File: src/rtl/btn_conditioner.sv
// Push-button front end: per-button 2-flop synchroniser, debouncer with level and
// press/release pulses, and optional auto-repeat of the press pulse while held.
module btn_conditioner #(
    parameter int N_BTN         = 4,
    parameter int DEBOUNCE_CYC  = 650000,
    parameter int REPEAT_DELAY  = 32500000,
    parameter int REPEAT_PERIOD = 9750000,
    parameter int CNT_W         = $clog2(
        (((DEBOUNCE_CYC > REPEAT_DELAY) ? DEBOUNCE_CYC : REPEAT_DELAY) > REPEAT_PERIOD
            ? ((DEBOUNCE_CYC > REPEAT_DELAY) ? DEBOUNCE_CYC : REPEAT_DELAY)
            : REPEAT_PERIOD) + 1)
) (
    input  logic             pclk,
    input  logic             rst,
    input  logic [N_BTN-1:0] btn_raw,
    output logic [N_BTN-1:0] btn_level,
    output logic [N_BTN-1:0] btn_press,
    output logic [N_BTN-1:0] btn_release
);

    localparam bit             REP_EN   = (REPEAT_DELAY != 0);
    localparam logic [CNT_W-1:0] DEB_LAST = CNT_W'(DEBOUNCE_CYC - 1);
    localparam logic [CNT_W-1:0] RD_LAST  = CNT_W'(REPEAT_DELAY - 1);
    localparam logic [CNT_W-1:0] RP_LAST  = CNT_W'(REPEAT_PERIOD - 1);

    typedef enum logic [1:0] {
        RELEASED,
        PRESS_WAIT,
        HELD,
        RELEASE_WAIT
    } btn_state_t;

    logic [N_BTN-1:0] sync1;
    logic [N_BTN-1:0] s;

    btn_state_t       state     [N_BTN];
    btn_state_t       state_nxt [N_BTN];
    logic [CNT_W-1:0] dcnt      [N_BTN];
    logic [CNT_W-1:0] dcnt_nxt  [N_BTN];
    logic [CNT_W-1:0] rcnt      [N_BTN];
    logic [CNT_W-1:0] rcnt_nxt  [N_BTN];
    logic [N_BTN-1:0] rep_first;
    logic [N_BTN-1:0] rep_first_nxt;
    logic [N_BTN-1:0] level_nxt;
    logic [N_BTN-1:0] press_nxt;
    logic [N_BTN-1:0] release_nxt;

    always_ff @(posedge pclk or posedge rst) begin
        if (rst) begin
            sync1 <= '0;
            s     <= '0;
        end else begin
            sync1 <= btn_raw;
            s     <= sync1;
        end
    end

    // rep_first selects the initial repeat delay versus the steady repeat period.
    always_comb begin
        logic rep_due;
        for (int i = 0; i < N_BTN; i++) begin
            state_nxt[i]     = state[i];
            dcnt_nxt[i]      = '0;
            rcnt_nxt[i]      = '0;
            rep_first_nxt[i] = rep_first[i];
            level_nxt[i]     = btn_level[i];
            press_nxt[i]     = 1'b0;
            release_nxt[i]   = 1'b0;
            rep_due          = REP_EN && (rep_first[i] ? (rcnt[i] == RD_LAST)
                                                       : (rcnt[i] == RP_LAST));
            case (state[i])
                RELEASED, PRESS_WAIT: begin
                    if (!s[i]) begin
                        state_nxt[i] = RELEASED;
                    end else if (dcnt[i] == DEB_LAST) begin
                        state_nxt[i]     = HELD;
                        level_nxt[i]     = 1'b1;
                        press_nxt[i]     = 1'b1;
                        rep_first_nxt[i] = 1'b1;
                    end else begin
                        state_nxt[i] = PRESS_WAIT;
                        dcnt_nxt[i]  = dcnt[i] + 1'b1;
                    end
                end
                HELD, RELEASE_WAIT: begin
                    if (!s[i] && dcnt[i] == DEB_LAST) begin
                        // A repeat pulse landing on the release edge is dropped.
                        state_nxt[i]   = RELEASED;
                        level_nxt[i]   = 1'b0;
                        release_nxt[i] = 1'b1;
                    end else begin
                        if (s[i]) begin
                            state_nxt[i] = HELD;
                        end else begin
                            state_nxt[i] = RELEASE_WAIT;
                            dcnt_nxt[i]  = dcnt[i] + 1'b1;
                        end
                        if (rep_due) begin
                            press_nxt[i]     = 1'b1;
                            rep_first_nxt[i] = 1'b0;
                        end else if (REP_EN) begin
                            rcnt_nxt[i] = rcnt[i] + 1'b1;
                        end
                    end
                end
                default: state_nxt[i] = RELEASED;
            endcase
        end
    end

    always_ff @(posedge pclk or posedge rst) begin
        if (rst) begin
            for (int i = 0; i < N_BTN; i++) begin
                state[i] <= RELEASED;
                dcnt[i]  <= '0;
                rcnt[i]  <= '0;
            end
            rep_first   <= '0;
            btn_level   <= '0;
            btn_press   <= '0;
            btn_release <= '0;
        end else begin
            for (int i = 0; i < N_BTN; i++) begin
                state[i] <= state_nxt[i];
                dcnt[i]  <= dcnt_nxt[i];
                rcnt[i]  <= rcnt_nxt[i];
            end
            rep_first   <= rep_first_nxt;
            btn_level   <= level_nxt;
            btn_press   <= press_nxt;
            btn_release <= release_nxt;
        end
    end

endmodule

File: config.mk
export PLATFORM = sky130hd
export DESIGN_NAME = btn_conditioner
export DESIGN_NICKNAME = d
export VERILOG_FILES = /design/src/rtl/btn_conditioner.sv
export SDC_FILE = /design/constraint.sdc
export NUM_CORES = 1
export LEC_CHECK = 0
export ABC_AREA = 1
export BUFFER_PORTS_ARGS = -buffer_cell sky130_fd_sc_hd__buf_4
export CORE_MARGIN = 2
export CORE_UTILIZATION = 46
export CTS_BUF_LIST = sky130_fd_sc_hd__clkbuf_4 sky130_fd_sc_hd__clkbuf_8
export CTS_CLUSTER_DIAMETER = 50
export DETAILED_ROUTE_END_ITERATION = 10
export GPL_TIMING_DRIVEN = 0
export PLACE_DENSITY = 0.6
export SETUP_SLACK_MARGIN = 0.1
export SYNTH_ARGS = -nofsm -noshare
export SYNTH_HDL_FRONTEND = slang
export SYNTH_SLANG_ARGS = --single-unit
export TNS_END_PERCENT = 20
File: constraint.sdc
create_clock -name pclk -period 7.6 [get_ports pclk]
set_input_delay 1.52 -clock pclk [delete_from_list [all_inputs] [get_ports pclk]]
set_output_delay 1.52 -clock pclk [all_outputs]
set_load 0.1 [all_outputs]
==> impl_metrics.csv <==
group,metric,value,unit
finish,antenna_cells,0,
sta,slew_headroom,52.7,%
detailed_routing,wl_per_cell,12.9,um
sta,skew,18.2,ps
placed_design,port_buffers,17,
logic_synthesis,synth.top_cells.by_count,"nand2_1 (384), nor2_1 (366), dfrtp_1 (228), inv_1 (212), nand3_1 (117)",
die,die_h,170,um
worst_hold_path,hold_class,"reg -> reg",
critical_path,critPathCaptureType,"output port",
sta,finalMaxSlewViolations,0,
global_route,grtUsageTotal,20.1,%
global_route,antenna_found_initial,0,
detailed_routing,wirelength,27700,um
critical_path,cp_top_family,"flip-flops",
sta,setup-violations-final,0,
logic_synthesis,synth_flop_cell,"dfrtp_1",
sta,worst-slew-pin-transition,709,ps
status,status,"finished, final reports clean",
critical_path,cp-start-kind,"flip-flop",
sta,rsz0062_at_grt,"false",
logic_synthesis,seq_area_frac_synth,44.9,%
detailed_routing,viasPerCell,4.97,
run,drv_cap,0,
global_route,grt_overflow_total,0,
clock_tree,clk_latency,530,ps
clock_tree,clock_sinks,228,
logic_synthesis,yosysTopAreaCell,"dfrtp_1",
logic_synthesis,yosys_warnings,0,
logic_synthesis,synth_seq_cells,228,
clock_tree,h-tree-depth,2,
die,io_pins,18,
clock_tree,root_buffer,"clkbuf_8",
clock_tree,clk_path_buf_depth,3,
die,num_rows,60,
logic_synthesis,synth_edf_count,0,
logic_synthesis,yosysUniqueCellTypes,43,
power,p_leak,6.20,nW
finish,fin_nets,1794,
detailed_routing,ant_nets,0,
logic_synthesis,async_flop_share,100,%
logic_synthesis,synth_top_area_share,44.9,%
logic_synthesis,netlist_top_cells_area,"dfrtp_1 (45%), nand2_1 (11%), nor2_1 (11%), inv_1 (6.3%), nand3_1 (4.6%)",
logic_synthesis,syn-cell-area,0.0127,sq mm
placed_design,place.gp.congestion,0.916,
die,initial_core_util,47.1,%
clock_tree,clk_pin_slew,50,ps
detailed_routing,initialDrtViolationCount,698,
power,peakVddDrop,0.0996,mV
clock_tree,cts_resized,0,
die,design.die.area,0.0290,sq mm
clock_tree,cts_inserted_buffers,44,
sta,hold_viol_final,0,
clock_tree,cts_tree,"built",
finish,fin_cells,2148,
critical_path,crit_chain,"buf_4",
global_route,grt_pass1_vias,10400,
sta,min_period_over_period,36.1,%
finish,drive_above_1_share,10.4,%
power,powerDensity,176,mW/mm^2
sta,max_freq,365,MHz
die,die_w,170,um
sta,fin_crit,2740,ps
finish,area_delta_synth_final,12.7,%
global_route,grt_max_degree,41,
clock_tree,cts_hold_buf,0,
critical_path,arrival,1220,ps
die,core_area,0.0270,sq mm
clock_tree,cts_setup_buffers,0,
detailed_routing,drc,0,
placed_design,dp.cells,2075,
critical_path,max_stage_delay,380,ps
critical_path,crit_type,"reg -> out",
logic_synthesis,yosysMostFrequentCell,"nand2_1",
critical_path,worst_ep_required_time,6080,ps
detailed_routing,dr.pass1.iters,6,
logic_synthesis,syn_avg_cell_area,7.44,sq um
placed_design,dpl.hpwl,20800,um
global_route,grt_pass1_wl,48600,um
detailed_routing,route.vias.total,10700,
critical_path,cp_slowest_cell,"dfrtp_1",
sta,tns,0,ps
logic_synthesis,syn_inst,1710,
logic_synthesis,syn_nets,1724,
critical_path,cp_num_buf_inv,1,
critical_path,cp_max_fo,2,
==> cell type report <==
cell class	count	area (sq um)
plain buffers	18	150
clock inverters	8	75.1
inverters	220	831
flip-flops and latches	228	5710
repair buffers	24	275
multi-input cells	1244	6030
well taps	341	427
clock buffers	65	838
fillers	2694	12700
==> sequential cells by signal (all words and copies together), names as in the netlist <==
register,flops
btn_level,4
btn_press,4
btn_release,4
dcnt,100
rcnt,100
rep_first,4
s,4
state,4
sync1,4
==> path summary, 6_finish.rpt <==
check | slack, ps | start | end | cells after the start
setup / recovery | 4860 | btn_level[0] | btn_level[0] | 1
hold / removal | 350 | sync1[2] | s[2] | 0
setup reg to reg | 5750 | dcnt[0] | rcnt[5] | 9
hold reg to reg | 350 | sync1[2] | s[2] | 0
max in group asynchronous | 5490 | rst | btn_level[1] | 5
min in group asynchronous | 1100 | rst | dcnt[17] | 2
==> kinds of logic after synthesis <==
| kind of cell | count (synthesis) | synth area share [%] |
|---|---|---|
| simple gates | 1049 | 36.4 |
| buf+inv | 238 | 7.68 |
| compound gates | 98 | 4.10 |
| fa+ha+maj | 8 | 0.787 |
| flops | 228 | 44.9 |
| xor+xnor | 89 | 6.13 |
==> routing by layer <==
metal	routed length [um]	vias to the layer above	share of wire [%]	track usage, %
li1	-	5539	-	-
met1	13600	4929	49	27.7
met2	12700	153	46	32.9
met3	910	46	3.3	3.00
met4	595	0	2.1	6.09
met5	0	-	0	0
==> cell usage in the layout (no fill, tap or decap), types with 4 or more instances in the layout <==
cell type / Yosys / routed
xnor2_1: 23 / 23
nand4_1: 46 / 46
a21oi_1: 39 / 39
dfrtp_1: 228 / 228
xor2_1: 66 / 66
inv_2: 7 / 7
nand2_2: 8 / 8
nor4_1: 5 / 5
buf_4: 7 / 24
nand3_2: 9 / 9
o21ai_0: 44 / 44
buf_2: 4 / 4
nor3_4: 4 / 4
nor3_2: 5 / 5
clkinvlp_4: 0 / 5
buf_12: 1 / 7
nor2_4: 11 / 11
clkbuf_8: 0 / 56
nand3_1: 117 / 117
nand2_1: 384 / 384
nor2_1: 366 / 366
o21ai_1: 4 / 4
nor2_2: 23 / 23
inv_1: 212 / 211
ha_1: 8 / 8
clkbuf_4: 0 / 9
clkinv_2: 1 / 4
nor3_1: 61 / 61
==> power by group <==
| group | switching, W | internal [W] | leakage (nW) |
|---|---|---|---|
| Combinational | 0.0000419 | 0.0000181 | 2.57 |
| Sequential | 0.00000477 | 0.00122 | 3.16 |
| Clock | 0.000507 | 0.000735 | 0.470 |
==> through the flow <==
step	hold WS, ps	util [%]	total power, W	cell area [sq um]	setup WS (ps)
after global placement	332	49.1	0.00130	13300	1600
after CTS	347	53.0	0.00258	14300	4810
after global routing	357	53.0	0.00264	14300	4790
final	345	53.0	0.00253	14300	4860
after detailed placement	335	49.7	0.00131	13400	4880
after floorplan	331	-	0.00129	12700	3100
Power figures use the tool's default switching activity.
